`src/rtl/img_pkg.sv`:
```
`default_nettype none
// ============================================================================
// Module   : img_pkg
// Purpose  : Frame geometry and controller state encoding. These values are
//            shared by the line buffer, its controller and the conv stage.
// Revision : 1.0 - initial release
// ============================================================================
package img_pkg;

  localparam int PIX_W = 12;
  localparam int IMG_W = 640;
  localparam int IMG_H = 480;

  typedef enum logic [1:0] {
    IDLE  = 2'd0,
    PRIME = 2'd1,
    RUN   = 2'd2,
    DRAIN = 2'd3
  } ctrl_state_t;

endpackage : img_pkg
`default_nettype wire

```
`src/rtl/image_buffer_ctrl_if.sv`:
```
`default_nettype none
// ============================================================================
// Module   : image_buffer_ctrl_if
// Purpose  : Pixel-in / window-out handshake and buffer-control bundle.
//            The master side is the environment (source and kernel).
//            The slave side is the sequencing controller.
// Revision : 1.0 - initial release
// ============================================================================
interface image_buffer_ctrl_if #(
  parameter int COL_W = 10,
  parameter int ROW_W = 9
);
  logic             start;
  logic             in_valid;
  logic             in_ready;
  logic             out_ready;
  logic             buf_en;
  logic             buf_pixel_valid;
  logic             buf_pixel_edge;
  logic             win_valid;
  logic [ROW_W-1:0] win_row;
  logic [COL_W-1:0] win_col;
  logic             busy;
  logic             frame_done;

  modport master (
    output start, in_valid, out_ready,
    input  in_ready, buf_en, buf_pixel_valid, buf_pixel_edge,
           win_valid, win_row, win_col, busy, frame_done
  );

  modport slave (
    input  start, in_valid, out_ready,
    output in_ready, buf_en, buf_pixel_valid, buf_pixel_edge,
           win_valid, win_row, win_col, busy, frame_done
  );
endinterface : image_buffer_ctrl_if
`default_nettype wire

```
`src/rtl/image_buffer_ctrl_pos_counter.sv`:
```
`default_nettype none
// ============================================================================
// Module   : img_pos_counter
// Purpose  : Raster column/row position counter. It has an increment enable,
//            a synchronous clear, and end-of-row / end-of-frame flags.
//            The row counter saturates on the last row. Frame end is handled
//            by the owner of this counter.
// Revision : 1.0 - initial release
// ============================================================================
module img_pos_counter #(
  parameter int IMG_W = 640,
  parameter int IMG_H = 480,
  parameter int COL_W = $clog2(IMG_W),
  parameter int ROW_W = $clog2(IMG_H)
) (
  input  logic             clk,
  input  logic             rst,
  input  logic             clr_i,
  input  logic             inc_i,
  output logic [COL_W-1:0] col_o,
  output logic [ROW_W-1:0] row_o,
  output logic             eol_o,
  output logic             eof_o
);
  import img_pkg::*;

  localparam logic [COL_W-1:0] COL_LAST = COL_W'(IMG_W - 1);
  localparam logic [ROW_W-1:0] ROW_LAST = ROW_W'(IMG_H - 1);

  logic [COL_W-1:0] col_q;
  logic [ROW_W-1:0] row_q;

  assign eol_o = (col_q == COL_LAST);
  assign eof_o = eol_o && (row_q == ROW_LAST);
  assign col_o = col_q;
  assign row_o = row_q;

  // Advance position on each increment; clear has priority over increment.
  always_ff @(posedge clk) begin
    if (rst || clr_i) begin
      col_q <= '0;
      row_q <= '0;
    end else if (inc_i) begin
      if (eol_o) begin
        col_q <= '0;
        if (!eof_o) begin
          row_q <= row_q + ROW_W'(1);
        end
      end else begin
        col_q <= col_q + COL_W'(1);
      end
    end
  end

endmodule : img_pos_counter
`default_nettype wire

```
`src/rtl/image_buffer_ctrl.sv`:
```
`default_nettype none
// ============================================================================
// Module   : image_buffer_ctrl
// Purpose  : Frame sequencer for the 3-row line buffer. It accepts the pixel
//            stream, drives the buffer shift enable and pixel qualifiers, and
//            holds windows back until two rows are primed. It presents a
//            single-entry window slice to the 3x3 convolution stage.
// Revision : 1.0 - initial release
// ============================================================================
module image_buffer_ctrl #(
  parameter int IMG_W = img_pkg::IMG_W,
  parameter int IMG_H = img_pkg::IMG_H,
  parameter int COL_W = $clog2(IMG_W),
  parameter int ROW_W = $clog2(IMG_H)
) (
  input  logic               clk,
  input  logic               rst,
  image_buffer_ctrl_if.slave ctrl_io
);
  import img_pkg::*;

  localparam logic [COL_W-1:0] COL_LAST = COL_W'(IMG_W - 1);
  localparam logic [ROW_W-1:0] ROW_LAST = ROW_W'(IMG_H - 1);

  ctrl_state_t      state_q, state_d;
  logic             busy_q;
  logic             win_valid_q;
  logic [ROW_W-1:0] win_row_q;
  logic [COL_W-1:0] win_col_q;

  logic [COL_W-1:0] col;
  logic [ROW_W-1:0] row;
  logic             eol, eof;
  logic             clr;
  logic             drain_exit;
  logic             in_ready;
  logic             buf_en;
  logic             win_load;

  img_pos_counter #(
    .IMG_W (IMG_W),
    .IMG_H (IMG_H),
    .COL_W (COL_W),
    .ROW_W (ROW_W)
  ) u_pos (
    .clk   (clk),
    .rst   (rst),
    .clr_i (clr),
    .inc_i (buf_en),
    .col_o (col),
    .row_o (row),
    .eol_o (eol),
    .eof_o (eof)
  );

  // The buffer only shifts when the window slice is empty or is being drained,
  // so a stalled window is never overwritten.
  assign in_ready = ((state_q == PRIME) || (state_q == RUN)) &&
                    (!win_valid_q || ctrl_io.out_ready);
  assign buf_en   = ctrl_io.in_valid && in_ready;
  assign win_load = buf_en && (row >= ROW_W'(2)) && (col >= COL_W'(2));

  assign ctrl_io.in_ready        = in_ready;
  assign ctrl_io.buf_en          = buf_en;
  assign ctrl_io.buf_pixel_valid = buf_en;
  assign ctrl_io.buf_pixel_edge  = buf_en && ((col == '0) || (col == COL_LAST) ||
                                              (row == '0) || (row == ROW_LAST));
  assign ctrl_io.win_valid       = win_valid_q;
  assign ctrl_io.win_row         = win_row_q;
  assign ctrl_io.win_col         = win_col_q;
  assign ctrl_io.busy            = busy_q;
  // The frame_done pulse must coincide with the cycle in which the last window
  // is taken. So it is decoded from the registered DRAIN state and the live
  // out_ready, not taken from a separate flop.
  assign ctrl_io.frame_done      = drain_exit;

  // State register and registered busy flag.
  always_ff @(posedge clk) begin
    if (rst) begin
      state_q <= IDLE;
      busy_q  <= 1'b0;
    end else begin
      state_q <= state_d;
      busy_q  <= (state_d != IDLE);
    end
  end

  // Next-state decode: priming, running, draining the final window.
  always_comb begin
    state_d    = state_q;
    clr        = 1'b0;
    drain_exit = 1'b0;
    case (state_q)
      IDLE: begin
        if (ctrl_io.start) begin
          clr     = 1'b1;
          state_d = PRIME;
        end
      end
      PRIME: begin
        if (buf_en && (row == ROW_W'(1)) && eol) begin
          state_d = RUN;
        end
      end
      RUN: begin
        if (buf_en && eof) begin
          state_d = DRAIN;
        end
      end
      DRAIN: begin
        if (!win_valid_q || ctrl_io.out_ready) begin
          drain_exit = 1'b1;
          state_d    = IDLE;
        end
      end
      default: state_d = IDLE;
    endcase
  end

  // Window slice: a load replaces the current window; otherwise a consume empties it.
  always_ff @(posedge clk) begin
    if (rst) begin
      win_valid_q <= 1'b0;
      win_row_q   <= '0;
      win_col_q   <= '0;
    end else if (win_load) begin
      win_valid_q <= 1'b1;
      win_row_q   <= row - ROW_W'(1);
      win_col_q   <= col - COL_W'(1);
    end else if (win_valid_q && ctrl_io.out_ready) begin
      win_valid_q <= 1'b0;
    end
  end

endmodule : image_buffer_ctrl
`default_nettype wire

```
`src/flat_wrapper.sv`:
```
// flat-port wrapper written by rule: the top's interface ports become plain ports
module image_buffer_ctrl_flat import img_pkg::*;
#(
  parameter int IMG_W = img_pkg::IMG_W,
  parameter int IMG_H = img_pkg::IMG_H,
  parameter int COL_W = $clog2(IMG_W),
  parameter int ROW_W = $clog2(IMG_H)
)
  (clk, rst, ctrl_io_start, ctrl_io_in_valid, ctrl_io_out_ready, ctrl_io_in_ready, ctrl_io_buf_en, ctrl_io_buf_pixel_valid, ctrl_io_buf_pixel_edge, ctrl_io_win_valid, ctrl_io_win_row, ctrl_io_win_col, ctrl_io_busy, ctrl_io_frame_done);
  image_buffer_ctrl_if #(.COL_W(COL_W), .ROW_W(ROW_W)) ctrl_io_i ();
  input  logic clk;
  input  logic rst;
  input wire logic [$bits(ctrl_io_i.start)-1:0] ctrl_io_start;
  input wire logic [$bits(ctrl_io_i.in_valid)-1:0] ctrl_io_in_valid;
  input wire logic [$bits(ctrl_io_i.out_ready)-1:0] ctrl_io_out_ready;
  output wire logic [$bits(ctrl_io_i.in_ready)-1:0] ctrl_io_in_ready;
  output wire logic [$bits(ctrl_io_i.buf_en)-1:0] ctrl_io_buf_en;
  output wire logic [$bits(ctrl_io_i.buf_pixel_valid)-1:0] ctrl_io_buf_pixel_valid;
  output wire logic [$bits(ctrl_io_i.buf_pixel_edge)-1:0] ctrl_io_buf_pixel_edge;
  output wire logic [$bits(ctrl_io_i.win_valid)-1:0] ctrl_io_win_valid;
  output wire logic [$bits(ctrl_io_i.win_row)-1:0] ctrl_io_win_row;
  output wire logic [$bits(ctrl_io_i.win_col)-1:0] ctrl_io_win_col;
  output wire logic [$bits(ctrl_io_i.busy)-1:0] ctrl_io_busy;
  output wire logic [$bits(ctrl_io_i.frame_done)-1:0] ctrl_io_frame_done;
  assign ctrl_io_i.start = ctrl_io_start;
  assign ctrl_io_i.in_valid = ctrl_io_in_valid;
  assign ctrl_io_i.out_ready = ctrl_io_out_ready;
  assign ctrl_io_in_ready = ctrl_io_i.in_ready;
  assign ctrl_io_buf_en = ctrl_io_i.buf_en;
  assign ctrl_io_buf_pixel_valid = ctrl_io_i.buf_pixel_valid;
  assign ctrl_io_buf_pixel_edge = ctrl_io_i.buf_pixel_edge;
  assign ctrl_io_win_valid = ctrl_io_i.win_valid;
  assign ctrl_io_win_row = ctrl_io_i.win_row;
  assign ctrl_io_win_col = ctrl_io_i.win_col;
  assign ctrl_io_busy = ctrl_io_i.busy;
  assign ctrl_io_frame_done = ctrl_io_i.frame_done;
  image_buffer_ctrl #(.IMG_W(IMG_W), .IMG_H(IMG_H), .COL_W(COL_W), .ROW_W(ROW_W)) u_core (.clk(clk), .rst(rst), .ctrl_io(ctrl_io_i));
endmodule
```
`config.mk`:
```
export PLATFORM = sky130hd
export DESIGN_NAME = image_buffer_ctrl_flat
export DESIGN_NICKNAME = d
export VERILOG_FILES = /design/src/rtl/img_pkg.sv /design/src/rtl/image_buffer_ctrl_if.sv /design/src/rtl/image_buffer_ctrl_pos_counter.sv /design/src/rtl/image_buffer_ctrl.sv /design/src/flat_wrapper.sv
export SDC_FILE = /design/constraint.sdc
export NUM_CORES = 1
export LEC_CHECK = 0
export BUFFER_PORTS_ARGS = -buffer_cell sky130_fd_sc_hd__buf_4
export CORE_AREA = 3 3 92 94
export DETAILED_ROUTE_END_ITERATION = 7
export DIE_AREA = 0 0 95 97
export HOLD_SLACK_MARGIN = 0.02
export SLEW_MARGIN = 20
export SYNTH_ARGS = -nofsm -noshare
export SYNTH_HDL_FRONTEND = slang
export SYNTH_HIERARCHICAL = 1
export SYNTH_SLANG_ARGS = --single-unit
```
`constraint.sdc`:
```
create_clock -name clk -period 2.45 [get_ports clk]
set_clock_uncertainty 0.1 [all_clocks]
set_input_delay 0.1225 -clock clk [delete_from_list [all_inputs] [get_ports clk]]
set_output_delay 0.1225 -clock clk [all_outputs]
set_load 0.1 [all_outputs]
```
==> metrics.cfg <==
[placed_design]
dp.cells=401
place.gp.congestion=0.821
dp.final_hpwl_um=3980
io_buffers=30

[power]
power_w=0.00200
ir_drop_v=0.000322
p_per_area_nw_per_um2=687
power_leakage_nw=1.09

[outcome]
status=finished clean

[layout]
multi_input_area_um2=1470
seqCellArea_um2=847
syn2layout_area_growth_pct=21.8
diodes=0
layout_common_cells=42 x buf_4, 39 x nor2_1, 39 x dfxtp_1, 16 x ha_1, 15 x nand2_1
nNetsFinal=327
instances_no_fill=409
drive_above_1_share=0.244
nFillCells=809
final_common_cell=buf_4

[clock_tree]
cts_sinks=42
clock_path_buffers=2
post_cts_buffers=0
postCtsResizedCells=0
cts.clk_slew.worst_paths_ns=0.08
cts_root_buffer=clkbuf_8
htree_levels=2
cts_tree=done
clkLatencyLatePin_ns=0.30
cts_hold_buf=0
numCtsBuffers=5

[die]
die-height_um=97
initial_core_util=0.309
die_x_um=95
rows=32
fp.dieArea_um2=9220
ios=31
coreArea_um2=7730

[sta]
fmax_mhz=431
hold_viol_final=0
tightest_slew_ns=0.594
setup_viol=0
slew_headroom=0.601
rsz0062_at_grt=false
setup_tns_ns=0
finalCriticalPeriod_ns=2.32
slew_viol_final=0
post-route-period-util=0.946

[detailed_routing]
wire_per_inst_um=13.1
num_vias=2057
post_drt_via_cell_ratio=5.03
drc=0
antenna_left=0
wl_met1_um=2570
dr_wl_met2_um=2420
wl_um=5370
wl_met3_um=316
drt_iter0_drc=128
dr.max_layer_used=met4
first_pass_iters=5

[worst_setup_path]
critPathMaxFanout=10
cp-end-kind=primary output
cp_cell_sequence=or4_4 > nor3_1 > a32oi_1 > a21oi_2 > buf_4
cp_data_required_time_ns=2.23
critPathMaxStageDelay_ns=0.56
crit_buf_inv=1
crit_arrival_ns=2.10
critPathTopFamily=simple AND/OR/NAND/NOR gates
crit_type=register to primary output
critPathSlowestCell=or4_4
worst_setup_path_start_kind=register

[global_routing]
antenna_found_initial=0
grt_pass1_vias=1827
grt_max_degree=40
grt_pass1_wl_um=8890
gr-total-overflow=0
grtUsageTotal=0.119

[min_path]
hold_path_class=primary input to register

[synth]
async_flop_share=0
synth_area_um2=2390
syn_inst=266
synth_nets=287
yosysTopAreaCell=dfxtp_1
yosysSeqAreaShare=0.352
yosys_warnings=6
synth_enable_flop_cells=0
avgSynthCellArea_um2=8.97
synth.area.top_cells=dfxtp_1 35%, ha_1 8.4%, nor2_1 6.1%
ys_types=47
synth_top_area_share=0.352
ys_seq_elements=42
synth_ff_type=dfxtp_1

[job]
cap_violations=0

synthesized netlist by cell type, drive strengths merged (2+ instances only):
| library cell | number |
|---|---|
| o31ai | 6 |
| and2 | 5 |
| nand4 | 6 |
| a311oi | 3 |
| clkbuf | 4 |
| nor3 | 5 |
| o21bai | 2 |
| a211oi | 18 |
| or3 | 4 |
| dfxtp | 42 |
| nand2 | 15 |
| nand2b | 4 |
| o21ai | 4 |
| and3 | 4 |
| nor3b | 2 |
| xnor2 | 12 |
| inv | 11 |
| and4 | 4 |
| xor2 | 9 |
| nand3 | 8 |
| a21oi | 11 |
| o211ai | 2 |
| or4 | 6 |
| nand4b | 3 |
| ha | 16 |
| nor2 | 39 |
| nor4 | 5 |
| buf | 6 |
flip-flops by register name, indices dropped and copies added (netlist names):
signal and cells:
u_core/ctrl_io.win_valid 1, u_core/ctrl_io.win_row 9, u_core/u_pos/row_o 9, u_core/u_pos/col_o 10
u_core/ctrl_io.busy 1, u_core/ctrl_io.win_col 10, u_core/state_q 2
per-stage QoR:
step           cell area (µm²)  hold slack (ns)  worst slack, ns   util
4_1_cts                   2910           0.0232            0.120  0.376
3_5_place_dp              2820            0.338            0.252  0.365
6_report                  2910           0.0326            0.132  0.376
5_1_grt                   2910           0.0405           0.0152  0.376
2_1_floorplan             2410           0.0856           0.0106      -
3_3_place_gp              2820            0.335            0.313  0.365
power by group:
| group | internal [W] | switching [W] | total, W |
|---|---|---|---|
| logic | 0.000218 | 0.000600 | 0.000818 |
| registers | 0.000713 | 0.0000311 | 0.000744 |
| clock network | 0.000198 | 0.000236 | 0.000434 |
path summary, 6_finish.rpt:
check,slack (ns),to,from,cells after the start
max,0.13,ctrl_io_buf_pixel_edge,u_core/u_pos/col_o[4],5
min,0.03,u_core/state_q[1],ctrl_io_start,3
max reg2reg,0.22,u_core/u_pos/row_o[5],u_core/state_q[0],8
min reg2reg,0.40,u_core/ctrl_io.win_col[0],u_core/ctrl_io.win_col[0],2
logic make-up (layout without fill, tap and decap cells):
family | count (synthesis) | in the layout | synth area share
compound gates | 51 | 51 | 0.171
buf+inv | 21 | 62 | 0.0435
flops | 42 | 42 | 0.352
fa+ha+maj | 16 | 16 | 0.0839
xor+xnor | 21 | 21 | 0.0771
simple gates | 115 | 115 | 0.272
routing by layer:
metal	GRT usage	up-vias
li1	-	1039
met1	0.167	951
met2	0.180	61
met3	0.0264	6
met4	0.0400	0
met5	0	-
tightest hold or removal path, cell delays in order:
cell,delay [ns]
buf_4,0.09
nand2b_1,0.11
a221oi_2,0.06
cell type report:
class	instances	area share
multi-input cells	203	0.505
repair buffers	43	0.115
flip-flops and latches	42	0.292
well taps	102	0.0439
inverters	11	0.0155
clock buffers	6	0.0250
clock inverters	2	0.00345
Power figures use the tool's default switching activity.
